--- src/rtl/board_pkg.sv ---
// rtl/board_pkg.sv - board-level clock constants and blink-rate helpers
package board_pkg;

  localparam int unsigned CLK_FREQ_HZ_50M = 50_000_000;

  // Clock cycles spent at each LED level for a given blink rate.
  function automatic int unsigned half_cycles(input int unsigned freq_hz,
                                              input int unsigned blink_hz);
    return freq_hz / (2 * blink_hz);
  endfunction

  // Counter width able to hold 0 .. n-1, never narrower than one bit.
  function automatic int cnt_width(input int unsigned n);
    return (n > 1) ? $clog2(n) : 1;
  endfunction

endpackage

--- src/rtl/tick_gen.sv ---
// rtl/tick_gen.sv - prescaler emitting a one-cycle tick every HALF_CYCLES clocks
module tick_gen
  import board_pkg::*;
#(
  parameter int unsigned HALF_CYCLES = 25_000_000
) (
  input  logic Clk50M,
  input  logic Rst_n,
  output logic tick
);

  localparam int CNT_W = cnt_width(HALF_CYCLES);
  localparam logic [CNT_W-1:0] TERM = CNT_W'(HALF_CYCLES - 1);

  logic [CNT_W-1:0] cnt;

  // cnt stops at TERM, so the equality compare is the whole terminal-count test.
  assign tick = (cnt == TERM);

  always_ff @(posedge Clk50M or posedge Rst_n) begin
    if (Rst_n) begin
      cnt <= '0;
    end else if (tick) begin
      cnt <= '0;
    end else begin
      cnt <= cnt + 1'b1;
    end
  end

endmodule

--- src/rtl/led_blink_counter.sv ---
// rtl/led_blink_counter.sv - heartbeat LED toggled by the prescaler tick
module led_blink_counter
  import board_pkg::*;
#(
  parameter int unsigned CLK_FREQ_HZ = CLK_FREQ_HZ_50M,
  parameter int unsigned HALF_CYCLES = half_cycles(CLK_FREQ_HZ, 1)
) (
  input  logic Clk50M,
  input  logic Rst_n,
  output logic led
);

  logic tick;

  tick_gen #(
    .HALF_CYCLES(HALF_CYCLES)
  ) u_tick_gen (
    .Clk50M(Clk50M),
    .Rst_n (Rst_n),
    .tick  (tick)
  );

  always_ff @(posedge Clk50M or posedge Rst_n) begin
    if (Rst_n) begin
      led <= 1'b0;
    end else if (tick) begin
      led <= ~led;
    end
  end

endmodule

--- config.mk ---
export PLATFORM = sky130hd
export DESIGN_NAME = led_blink_counter
export DESIGN_NICKNAME = d
export VERILOG_FILES = /design/src/rtl/board_pkg.sv /design/src/rtl/tick_gen.sv /design/src/rtl/led_blink_counter.sv
export SDC_FILE = /design/constraint.sdc
export NUM_CORES = 1
export LEC_CHECK = 0
export CAP_MARGIN = 10
export CORE_MARGIN = 1
export CORE_UTILIZATION = 52
export DETAILED_ROUTE_END_ITERATION = 10
export PLACE_DENSITY = 0.76
export SLEW_MARGIN = 10
export SYNTH_ARGS = -nofsm -noshare
export SYNTH_HDL_FRONTEND = slang
export SYNTH_SLANG_ARGS = --single-unit
--- constraint.sdc ---
create_clock -name Clk50M -period 3.4 [get_ports Clk50M]
set_clock_uncertainty 0.1 [all_clocks]
set_input_delay 0.34 -clock Clk50M [delete_from_list [all_inputs] [get_ports Clk50M]]
set_output_delay 0.34 -clock Clk50M [all_outputs]
set_load 0.01 [all_outputs]
---- After elaboration in Yosys (flattened, before gate mapping) ----
Cells that the tools add are included.
operators by class
  add/sub/neg operators ................... 1
  equal/unequal tests ..................... 1
  multiplexer cells ....................... 1
  bitwise logic cells ..................... 1
operator list
  cell                     count
  $add A25 B1 Y25 const B  1
  $eq A25 B25 Y1 const B   1
  $mux W25                 1
  $not A1 Y1               1
storage, ports and cells
  register bits after elaboration ......... 26
  bits of input ports ..................... 2
  output and inout bits ................... 1
  logic and storage cells ................. 6

---- Logic depth before layout (Yosys ltp) ----
Gate-level depths: netlist of run 1.
  word-level depth ........................ 2
  depth in mapped cells ................... 6
  mapped depth without buffers ............ 5

---- Cells and area by module ----
Synthesis of run 1 repeated with hierarchy kept, for this count alone.
second synthesis, totals
  cell total of the unflattened synthesis .. 137
  area, all modules ....................... 1375.1 sq um
by module, submodules not included
  module             instances  cells an instance  area an instance (sq um)  sequential area each (sq um)
  tick_gen           1          134                1337.5                    625.6
  led_blink_counter  1          3                  37.5                      25.0

---- Worst setup path after synthesis of run 1 ----
No wires, ideal clock.
  path type ............................... reg-to-reg
  from .................................... register u_tick_gen.cnt[0]
  to ...................................... register u_tick_gen.cnt[20]
  setup time .............................. 130 ps
  arrival time ............................ 1499 ps
  data required time ...................... 3170 ps
  path slack .............................. 1671 ps
  cell stages (with the launch flop) ...... 7
  buffers on the path ..................... 1
  clock period less this slack ............ 1729 ps
  cells stage by stage .................... dfrtp_1 -> ha_1 -> and3_1 -> nand2_1 -> nor4_4 -> buf_4 -> a21oi_1
between the ends
  longest elaborated chain between the ends .. 2
  elaborated cells on any way between the ends .. 3
  classes of those cells .................. 1 x add/sub; 1 x eq/ne; 1 x mux
RTL lines
  what                                               line                            RTL
  start: declaration                                 tick_gen.sv:15                  logic [CNT_W-1:0] cnt;
  start signal: assignment                           tick_gen.sv:26                  cnt <= cnt + 1'b1;
  $add A25 B1 Y25 or $eq A25 B25 Y1 (tied branches)  tick_gen.sv:26, tick_gen.sv:18
  $mux W25 *                                         tick_gen.sv:23                  end else if (tick) begin
Mark *: on every way between the ends. The rest lies on a longest branch, timed or not.
A chain may end at the register's enable or synchronous reset.

---- Final worst setup path of run 1 ----
  from .................................... register u_tick_gen.cnt[0]
  to ...................................... register led
between the ends
  longest elaborated chain between the ends .. 1
RTL lines
  what                    line                     RTL
  $eq A25 B25 Y1          tick_gen.sv:18           assign tick = (cnt == TERM);
  end signal: assignment  led_blink_counter.sv:27  led <= ~led;
  end: declaration        led_blink_counter.sv:10  output logic led
No other way between the ends.

==> results of run 1 <==
-- power by group --
group | internal, mW | total (mW) | switching, mW
sequential | 0.309 | 0.309 | 0
combinational | 0.00105 | 0.00691 | 0.00585
clock | 0.0415 | 0.127 | 0.0856
-- critical path, stage by stage (launching register included) --
cell and delay (ns):
dfrtp_1 0.40, ha_1 0.20, and3_1 0.23, nand2_1 0.22, nor4_4 0.71, xor2_1 0.13
-- through the flow --
stage	total power, mW	area [um^2]	hold slack, ns
detailed placement	0.322	1360	0.355
global placement	0.322	1360	0.360
global route	0.462	1380	0.401
floorplan	0.320	1330	0.280
CTS	0.449	1380	0.385
finish	0.443	1380	0.381
-- cells by family (layout without fill, tap and decap cells) --
logic type / Yosys count / in the layout / share of synthesized area, %
AO/OA/AOI/OAI: 21 / 21 / 9.02
adder cells (fa/ha/maj): 1 / 1 / 0.940
multiplexers: 1 / 1 / 0.752
XOR/XNOR: 12 / 12 / 7.89
AND/OR/NAND/NOR: 62 / 62 / 29.2
buffers and inverters: 9 / 10 / 3.29
flip-flops: 26 / 26 / 48.9
-- path summary, 6_finish.rpt --
check,depth (start not counted),startpoint,endpoint
max in group asynchronous,2,Rst_n,u_tick_gen.cnt[17]
hold / removal,1,led,led
hold reg to reg,1,led,led
setup reg to reg,5,u_tick_gen.cnt[0],led
min in group asynchronous,2,Rst_n,u_tick_gen.cnt[3]
setup / recovery,5,u_tick_gen.cnt[0],led
-- layout make-up --
class / count / area [um^2]
Fill cell: 195 / 935
Sequential cell: 26 / 651
Multi-Input combinational cell: 97 / 637
Tap cell: 28 / 35.0
Clock buffer: 3 / 22.5
Timing Repair Buffer: 2 / 20.0
Inverter: 5 / 18.8
-- per-layer routing --
layer	GRT usage, %	vias to the layer above
li1	-	485
met1	30.6	486
met3	4.06	7
met5	0	-
met4	10.5	0
met2	31.6	41
-- cells in the mapped netlist, types with 2 or more instances --
| cell type | n |
|---|---|
| and4_1 | 4 |
| or3_1 | 3 |
| inv_1 | 5 |
| buf_4 | 2 |
| nand3_1 | 12 |
| nor3_1 | 2 |
| xnor2_1 | 6 |
| o21ai_0 | 7 |
| nand4_1 | 5 |
| o31ai_1 | 3 |
| buf_2 | 2 |
| or3_2 | 3 |
| xor2_1 | 6 |
| nand2b_1 | 2 |
| dfrtp_1 | 26 |
| and3_1 | 2 |
| or4_1 | 4 |
| a21oi_1 | 9 |
| nor2_1 | 7 |
| nand2_1 | 10 |
-- registers in the layout, summed over array words and instances, names as in the netlist --
signal and cells:
u_tick_gen.cnt 25, led 1
==> flow_metrics.py, run 1 <==
metrics = {
    "route": {
        "drcViolationCount": 0,
        "routedWlPerCell_um": 14.9,
        "wl_met2_um": 1150,
        "wl_met3_um": 143,
        "routed_wl_um": 2400,
        "ant_nets": 0,
        "drt_iter0_drc": 48,
        "top_layer_used": "met4",
        "dr.pass1.iters": 4,
        "via_count": 1019,
        "wl_met1_um": 1050,
        "vias_per_cell": 6.33,
    },
    "clock_network": {
        "cts_buffers": 3,
        "cts-root-buf": "clkbuf_4",
        "clk_pin_slew_worst_paths_ns": 0.13,
        "cts_tree": "built",
        "postCtsSetupBuffers": 0,
        "clkSinkCount": 26,
        "clock_path_buffers": 2,
        "clk-insertion-delay-late_ns": 0.32,
        "cts_max_level": 1,
        "post_cts_resized": 0,
        "holdBufCountCts": 0,
    },
    "floorplanning": {
        "die_x_um": 52.6,
        "die_area_mm2": 0.00277,
        "fp-row-count": 17,
        "initial_utilization_pct": 57.4,
        "die_h_um": 52.6,
        "core-area_mm2": 0.00232,
        "ios": 3,
    },
    "critical_path": {
        "endpoint_kind": "flip-flop",
        "crit_type": "reg2reg",
        "startpoint_type": "flip-flop",
        "path_max_fanout": 14,
        "r2r_setup_slack_ns": 1.26,
        "cp_data_required_time_ns": 3.48,
        "worstPathArrival_ns": 2.22,
    },
    "sta": {
        "setup-tns-final_ns": 0,
        "relSlewSlack_pct": 34.7,
        "setup_violations": 0,
        "min_period_ns": 2.14,
        "hold_viol": 0,
        "finalCritPeriodShare_pct": 62.9,
        "fmax_mhz": 467,
        "setup_ws_ns": 1.26,
        "tightest_slew_ns": 0.978,
        "rsz0062_at_grt": "false",
        "finalMaxSlewViolations": 0,
    },
    "final_layout": {
        "final_cell_mix": "dfrtp_1 (26), nand3_1 (12), nand2_1 (10)",
        "diodes": 0,
        "syn_to_final_growth_pct": 3.95,
        "layout_commonest_cell": "dfrtp_1",
        "final_net_count": 138,
        "drive_gt1_share_pct": 6.77,
        "finalNonFillerCells": 161,
        "final_util_pct": 59.7,
    },
    "yosys": {
        "ys_dominant_reg_cell": "dfrtp_1",
        "yosysWarnings": 0,
        "yosysSeqAreaShare_pct": 48.9,
        "postSynthAreaPerCell_um2": 10.1,
        "async_flop_share_pct": 100,
        "synth_area_mm2": 0.00133,
        "synth_cells": 132,
        "ys_ff_latch": 26,
        "yosys.area.top_type_share_pct": 48.9,
        "synth.top_cells.by_area": "dfrtp_1 (49%), nand3_1 (4.5%), xnor2_1 (3.9%), xor2_1 (3.9%), a21oi_1 (3.4%)",
        "synth-edff-count": 0,
        "synth_fp_nets": 135,
        "yosys.area.top_type": "dfrtp_1",
        "yosys.cell_types.count": 32,
    },
    "power_and_ir_drop": {
        "p_per_area_mw_per_mm2": 320,
        "vdd_drop_max_mv": 0.305,
        "power_leakage_nw": 0.609,
    },
    "job": {
        "drv_cap": 0,
    },
    "placed_design": {
        "dp_cells": 158,
        "dp_hpwl_um": 1720,
        "place_ws_ns": 1.29,
        "io_buffer_count": 2,
        "gp_congestion": 0.931,
    },
    "hold_path": {
        "hold_class": "reg2reg",
    },
    "global_routing": {
        "globalRouteOverflowTotal": 0,
        "grt_max_degree": 27,
        "grt_pass1_wl_um": 4260,
        "antenna_found_initial": 0,
        "first_global_vias": 928,
        "track_usage_pct": 21.6,
    },
    "run_status": {
        "status": "completed",
    },
}
Note: power is estimated with default switching activity, not from simulation.
==> run 2: changes to the inputs <==
PLACE_DENSITY = 0.78   (was 0.76)
clock period = 1.7 ns   (was 3.4 ns; I/O delays follow)
==> run 2 against run 1 <==
Net effect:
- the run now ends with setup timing left
- largest cell class is now multi-input combinational cells
- total power is 120% higher
- flip-flop and latch count stayed put
- register-to-register slack worse by 1.4 ns
- sequential power is 100% higher
- clock power grew to 2.6 times the previous value
- clock-buffer cell count is 1 higher
- first-iteration DRC count is 21% higher
- critical path depth stayed put
- routed wire length is 63% higher
- global-route usage is 4.9 points higher
- highest routed layer unchanged
- fmax is 18% higher
- critical path type unchanged
==> flow_metrics.py, run 2 (synthesis gave the netlist of run 1 again) <==
metrics = {
    "run_status": {
        "status": "complete, but fails checks",
        "violations": "setup timing",
    },
    "job": {
        "drv_cap": 0,
    },
    "clock_network": {
        "cts_max_level": 1,
        "cts-root-buf": "clkbuf_4",
        "cts_buffers": 3,
        "clkSinkCount": 26,
        "clk_pin_slew_worst_paths_ns": 0.16,
        "cts_tree": "built",
        "holdBufCountCts": 0,
        "clk-insertion-delay-late_ns": 0.33,
        "clock_path_buffers": 2,
    },
    "sta": {
        "finalCritPeriodShare_pct": 107,
        "rsz0062_at_grt": "true",
        "setup_violations": 16,
        "min_period_ns": 1.81,
        "fmax_mhz": 551,
        "finalMaxSlewViolations": 0,
        "relSlewSlack_pct": 77.9,
        "hold_viol": 0,
        "tightest_slew_ns": 0.327,
        "setup_ws_ns": -0.113,
    },
    "placed_design": {
        "dp_cells": 187,
        "place_ws_ns": -0.109,
        "io_buffer_count": 2,
        "dp_hpwl_um": 2070,
        "gp_congestion": 0.803,
    },
    "floorplanning": {
        "die_x_um": 52.6,
        "core-area_mm2": 0.00232,
        "initial_utilization_pct": 57.4,
        "die_area_mm2": 0.00277,
        "ios": 3,
        "die_h_um": 52.6,
        "fp-row-count": 17,
    },
    "global_routing": {
        "antenna_found_initial": 0,
        "first_global_vias": 1206,
        "grt_pass1_wl_um": 5260,
        "track_usage_pct": 26.5,
        "grt_max_degree": 27,
        "globalRouteOverflowTotal": 0,
    },
    "hold_path": {
        "hold_class": "in2async",
    },
    "final_layout": {
        "multiInputGateArea_um2": 729,
        "diodes": 0,
        "final_util_pct": 77.0,
        "drive_gt1_share_pct": 38.0,
        "n_fill_cell": 137,
        "finalNonFillerCells": 199,
        "final_net_count": 175,
        "largest_reg_flops": 25,
        "largestRegisters": "u_tick_gen.cnt (25), led (1)",
        "final_cell_mix": "buf_4 (35), dfrtp_1 (26), nand3_1 (12)",
        "top_register": "u_tick_gen.cnt",
        "syn_to_final_growth_pct": 34.0,
        "seq_area_um2": 651,
        "layout_commonest_cell": "buf_4",
    },
    "route": {
        "drt_iter0_drc": 58,
        "routedWlPerCell_um": 19.6,
        "drcViolationCount": 0,
        "ant_nets": 0,
        "vias_per_cell": 6.42,
        "via_count": 1278,
        "routed_wl_um": 3910,
        "dr.pass1.iters": 4,
    },
    "critical_path": {
        "slowest_stage": "dfrtp_1",
        "worstPathArrival_ns": 1.98,
        "cp_slowest_stage_delay_ns": 0.45,
        "cp_data_required_time_ns": 1.87,
        "r2r_start": "u_tick_gen.cnt[11]",
        "startpoint_type": "flip-flop",
        "endpoint_kind": "flip-flop",
        "startpoint": "u_tick_gen.cnt[11]",
        "path_max_fanout": 13,
        "crit_family": "simple AND/OR/NAND/NOR gates",
        "crit_path_cell_trace": "and4_4 > nand2_1 > nor4_4 > buf_12 > xor2_1",
        "crit_type": "reg2reg",
        "worst-path-buf-inv": 1,
        "r2r_setup_slack_ns": -0.11,
    },
    "power_and_ir_drop": {
        "power_leakage_nw": 0.844,
        "vdd_drop_max_mv": 0.650,
        "p_per_area_mw_per_mm2": 542,
        "p_total_mw": 0.967,
    },
}
## run 2: cell count changes in the layout (fill, tap and decap cells not counted), sizes merged
cell    previous run  this run
buf                0        37
clkbuf             3         4
## run 2: cell type report
cell class,instances,share of cell area (%)
well taps,28,1.96
repair buffers,39,17.6
inverters,5,1.05
flip-flops and latches,26,36.5
clock buffers,4,2.03
multi-input cells,97,40.9
## run 2: repair_timing
item,CTS,global route
setup endpoints to repair,14,19
setup buffers,5,3
gates resized for setup,5,17
endpoints found under the hold margin,0,0
pin swaps,5,15
## run 2: report_power, final
group | internal (mW) | leakage (nW) | total, mW | switching (mW)
clock network | 0.131 | 0.0210 | 0.332 | 0.201
registers | 0.619 | 0.349 | 0.619 | 0
logic | 0.00371 | 0.475 | 0.0163 | 0.0126
## run 2: through the flow
step	area (um^2)	hold slack (ns)	setup TNS (ns)
4_1_cts	1690	0.113	-0.193
6_report	1780	0.109	-0.983
5_1_grt	1780	0.134	-1.86
2_1_floorplan	1340	0.110	0
3_3_place_gp	1600	0.359	-0.00399
3_5_place_dp	1600	0.361	-0.312
## run 2: path summary, 6_finish.rpt
| check | endpoint | depth (start not counted) |
|---|---|---|
| worst max-delay path | led | 5 |
| worst min-delay path | u_tick_gen.cnt[19] | 3 |
| worst max register to register | led | 5 |
| worst min register to register | led | 1 |
| max in group asynchronous | u_tick_gen.cnt[1] | 3 |
| min in group Clk50M | led | 1 |
## run 2: worst register-to-register path: stages (launching register included)
cell     delay, ns
dfrtp_1       0.45
and4_4        0.28
nand2_1       0.20
nor4_4        0.40
buf_12        0.19
xor2_1        0.14
## run 2: per-layer routing
| metal | track usage (%) | vias to the layer above | routed length [um] |
|---|---|---|---|
| met1 | 35.4 | 626 | 1590 |
| met2 | 42.2 | 73 | 1990 |
| met4 | 10.5 | 0 | 108 |
| li1 | - | 564 | - |
| met5 | 0 | - | 0 |
| met3 | 5.22 | 15 | 225 |
==> run 3: changes to the inputs <==
GPL_ROUTABILITY_DRIVEN = 0   (was unset)
GPL_TIMING_DRIVEN = 0   (was unset)
SLEW_MARGIN = unset   (was 10)
==> run 3 against run 2 <==
Net effect:
- the flow still finishes with violations (setup timing)
- register-to-register slack worse by 0.03 ns
- hold slack improved by 0.14 ns
- cell area is 8.4% lower
- fmax is 1.5% lower
==> flow_metrics.py, run 3 (synthesis gave the netlist of run 1 again) <==
metrics = {
    "critical_path": {
        "crit_type": "reg2reg",
        "crit_path_cell_trace": "buf_4 > and4_1 > buf_6 > nand4_1 > buf_4 > o21ai_0 > a21oi_2",
        "cp_slowest_stage_delay_ns": 0.38,
        "r2r_setup_slack_ns": -0.14,
        "endpoint_kind": "flip-flop",
        "worstPathArrival_ns": 1.97,
        "startpoint_type": "flip-flop",
        "crit_path_frequent_cell": "buf_4",
        "r2r_start": "u_tick_gen.cnt[0]",
        "reg2reg_to": "u_tick_gen.cnt[13]",
        "ff2ff_path_depth": 7,
        "slowest_stage": "dfrtp_1",
        "cp_data_required_time_ns": 1.82,
        "path_max_fanout": 6,
    },
    "floorplanning": {
        "fp-row-count": 17,
        "ios": 3,
        "initial_utilization_pct": 57.4,
        "core-area_mm2": 0.00232,
        "die_h_um": 52.6,
        "die_x_um": 52.6,
        "die_area_mm2": 0.00277,
    },
    "sta": {
        "finalMaxSlewViolations": 0,
        "fmax_mhz": 543,
        "hold_viol": 0,
        "finalCritPeriodShare_pct": 108,
        "setup_violations": 12,
        "tightest_slew_ns": 0.957,
        "whs_ns": 0.252,
        "setup-tns-final_ns": -0.754,
        "rsz0062_at_grt": "true",
        "relSlewSlack_pct": 36.1,
        "setup_ws_ns": -0.142,
        "min_period_ns": 1.84,
    },
    "placed_design": {
        "dp_hpwl_um": 1760,
        "io_buffer_count": 2,
        "placed_area_mm2": 0.00140,
        "place_ws_ns": -0.256,
    },
    "final_layout": {
        "syn_to_final_growth_pct": 22.7,
        "largestRegisters": "u_tick_gen.cnt (25), led (1)",
        "drive_gt1_share_pct": 29.2,
        "layout_commonest_cell": "dfrtp_1",
        "seq_area_um2": 654,
        "stdcell_area_mm2": 0.00163,
        "final_net_count": 158,
        "n_fill_cell": 168,
        "multiInputGateArea_um2": 698,
        "top_register": "u_tick_gen.cnt",
        "largest_reg_flops": 25,
        "diodes": 0,
        "final_cell_mix": "dfrtp_1 (23), buf_4 (17), nand3_1 (12)",
    },
    "hold_path": {
        "hold_class": "in2async",
    },
    "global_routing": {
        "antenna_found_initial": 0,
        "track_usage_pct": 23.7,
        "grt_max_degree": 27,
        "globalRouteOverflowTotal": 0,
        "grt_pass1_wl_um": 4690,
        "first_global_vias": 1000,
    },
    "power_and_ir_drop": {
        "p_per_area_mw_per_mm2": 646,
        "vdd_drop_max_mv": 0.925,
        "power_leakage_nw": 0.726,
        "p_total_mw": 1.06,
    },
    "run_status": {
        "violations": "setup timing",
        "status": "complete, but fails checks",
    },
    "clock_network": {
        "holdBufCountCts": 0,
        "clk_pin_slew_worst_paths_ns": 0.14,
        "clock_path_buffers": 2,
        "cts_max_level": 1,
        "cts_buffers": 3,
        "clk-insertion-delay-late_ns": 0.33,
        "cts-root-buf": "clkbuf_4",
        "clkSinkCount": 26,
        "cts_tree": "built",
    },
    "route": {
        "dr.pass1.iters": 4,
        "drcViolationCount": 0,
        "drt_iter0_drc": 35,
        "ant_nets": 0,
        "routed_wl_um": 2900,
        "via_count": 1127,
        "routedWlPerCell_um": 15.9,
        "vias_per_cell": 6.19,
    },
    "job": {
        "drv_cap": 0,
    },
}
run 3: cell types whose count changed in the layout (fill, tap and decap cells not counted), sizes merged:
cell,change
buf,-17
bufinv,+1
clkbuf,-1
run 3: how the worst max path moves through the flow:
| stage | from | to | slack (ns) | cells past startpoint |
|---|---|---|---|---|
| global placement | u_tick_gen.cnt[0] | u_tick_gen.cnt[20] | -0.18 | 6 |
| finish | u_tick_gen.cnt[0] | u_tick_gen.cnt[13] | -0.14 | 7 |
| floorplan | u_tick_gen.cnt[0] | u_tick_gen.cnt[24] | 0.0002 | 5 |
| detailed placement | u_tick_gen.cnt[0] | u_tick_gen.cnt[20] | -0.26 | 6 |
| global route | u_tick_gen.cnt[0] | u_tick_gen.cnt[13] | -0.22 | 7 |
| CTS | u_tick_gen.cnt[1] | u_tick_gen.cnt[22] | -0.11 | 5 |
run 3: critical path, delay by kind of cell, from the launching register on:
family | cells | cell delay [ns]
AO/OA/AOI/OAI | 2 | 0.34
buffers and inverters | 3 | 0.49
flip-flops | 1 | 0.38
AND/OR/NAND/NOR | 2 | 0.42
run 3: what timing repair did:
item                       CTS  global route
setup buffers               15             0
setup endpoints to repair   15            19
resized for setup           10            10
pin swaps                    8             1
gates cloned                 0             1
run 3: per-stage QoR:
stage | util [%] | instances
finish | 70.5 | 182
global route | 70.5 | 182
CTS | 68.7 | 181
detailed placement | 60.3 | 162
global placement | 60.3 | 162
floorplan | - | 132
run 3: cell type report:
cell class | count | share of cell area (%)
multi-input cells | 97 | 42.7
flip-flops and latches | 26 | 40.0
repair buffers | 18 | 8.58
plain buffers | 4 | 2.14
well taps | 28 | 2.14
clock inverters | 1 | 1.84
clock buffers | 3 | 1.38
inverters | 5 | 1.15
run 3: power by group:
| group | internal [mW] | total [mW] | switching (mW) |
|---|---|---|---|
| sequential | 0.618 | 0.618 | 0 |
| combinational | 0.00214 | 0.0137 | 0.0116 |
| clock | 0.239 | 0.423 | 0.184 |
| total | 0.859 | 1.06 | 0.196 |
run 3: layer usage:
layer  global-route usage [%]  vias up  share of wire [%]  wire length (um)
met5                        0        -                  0                 0
met4                     5.26        0                1.3                38
met3                     6.09        8                4.2               122
met2                     38.6       34                 51              1460
met1                     31.5      554                 44              1270
li1                         -      531                  -                 -
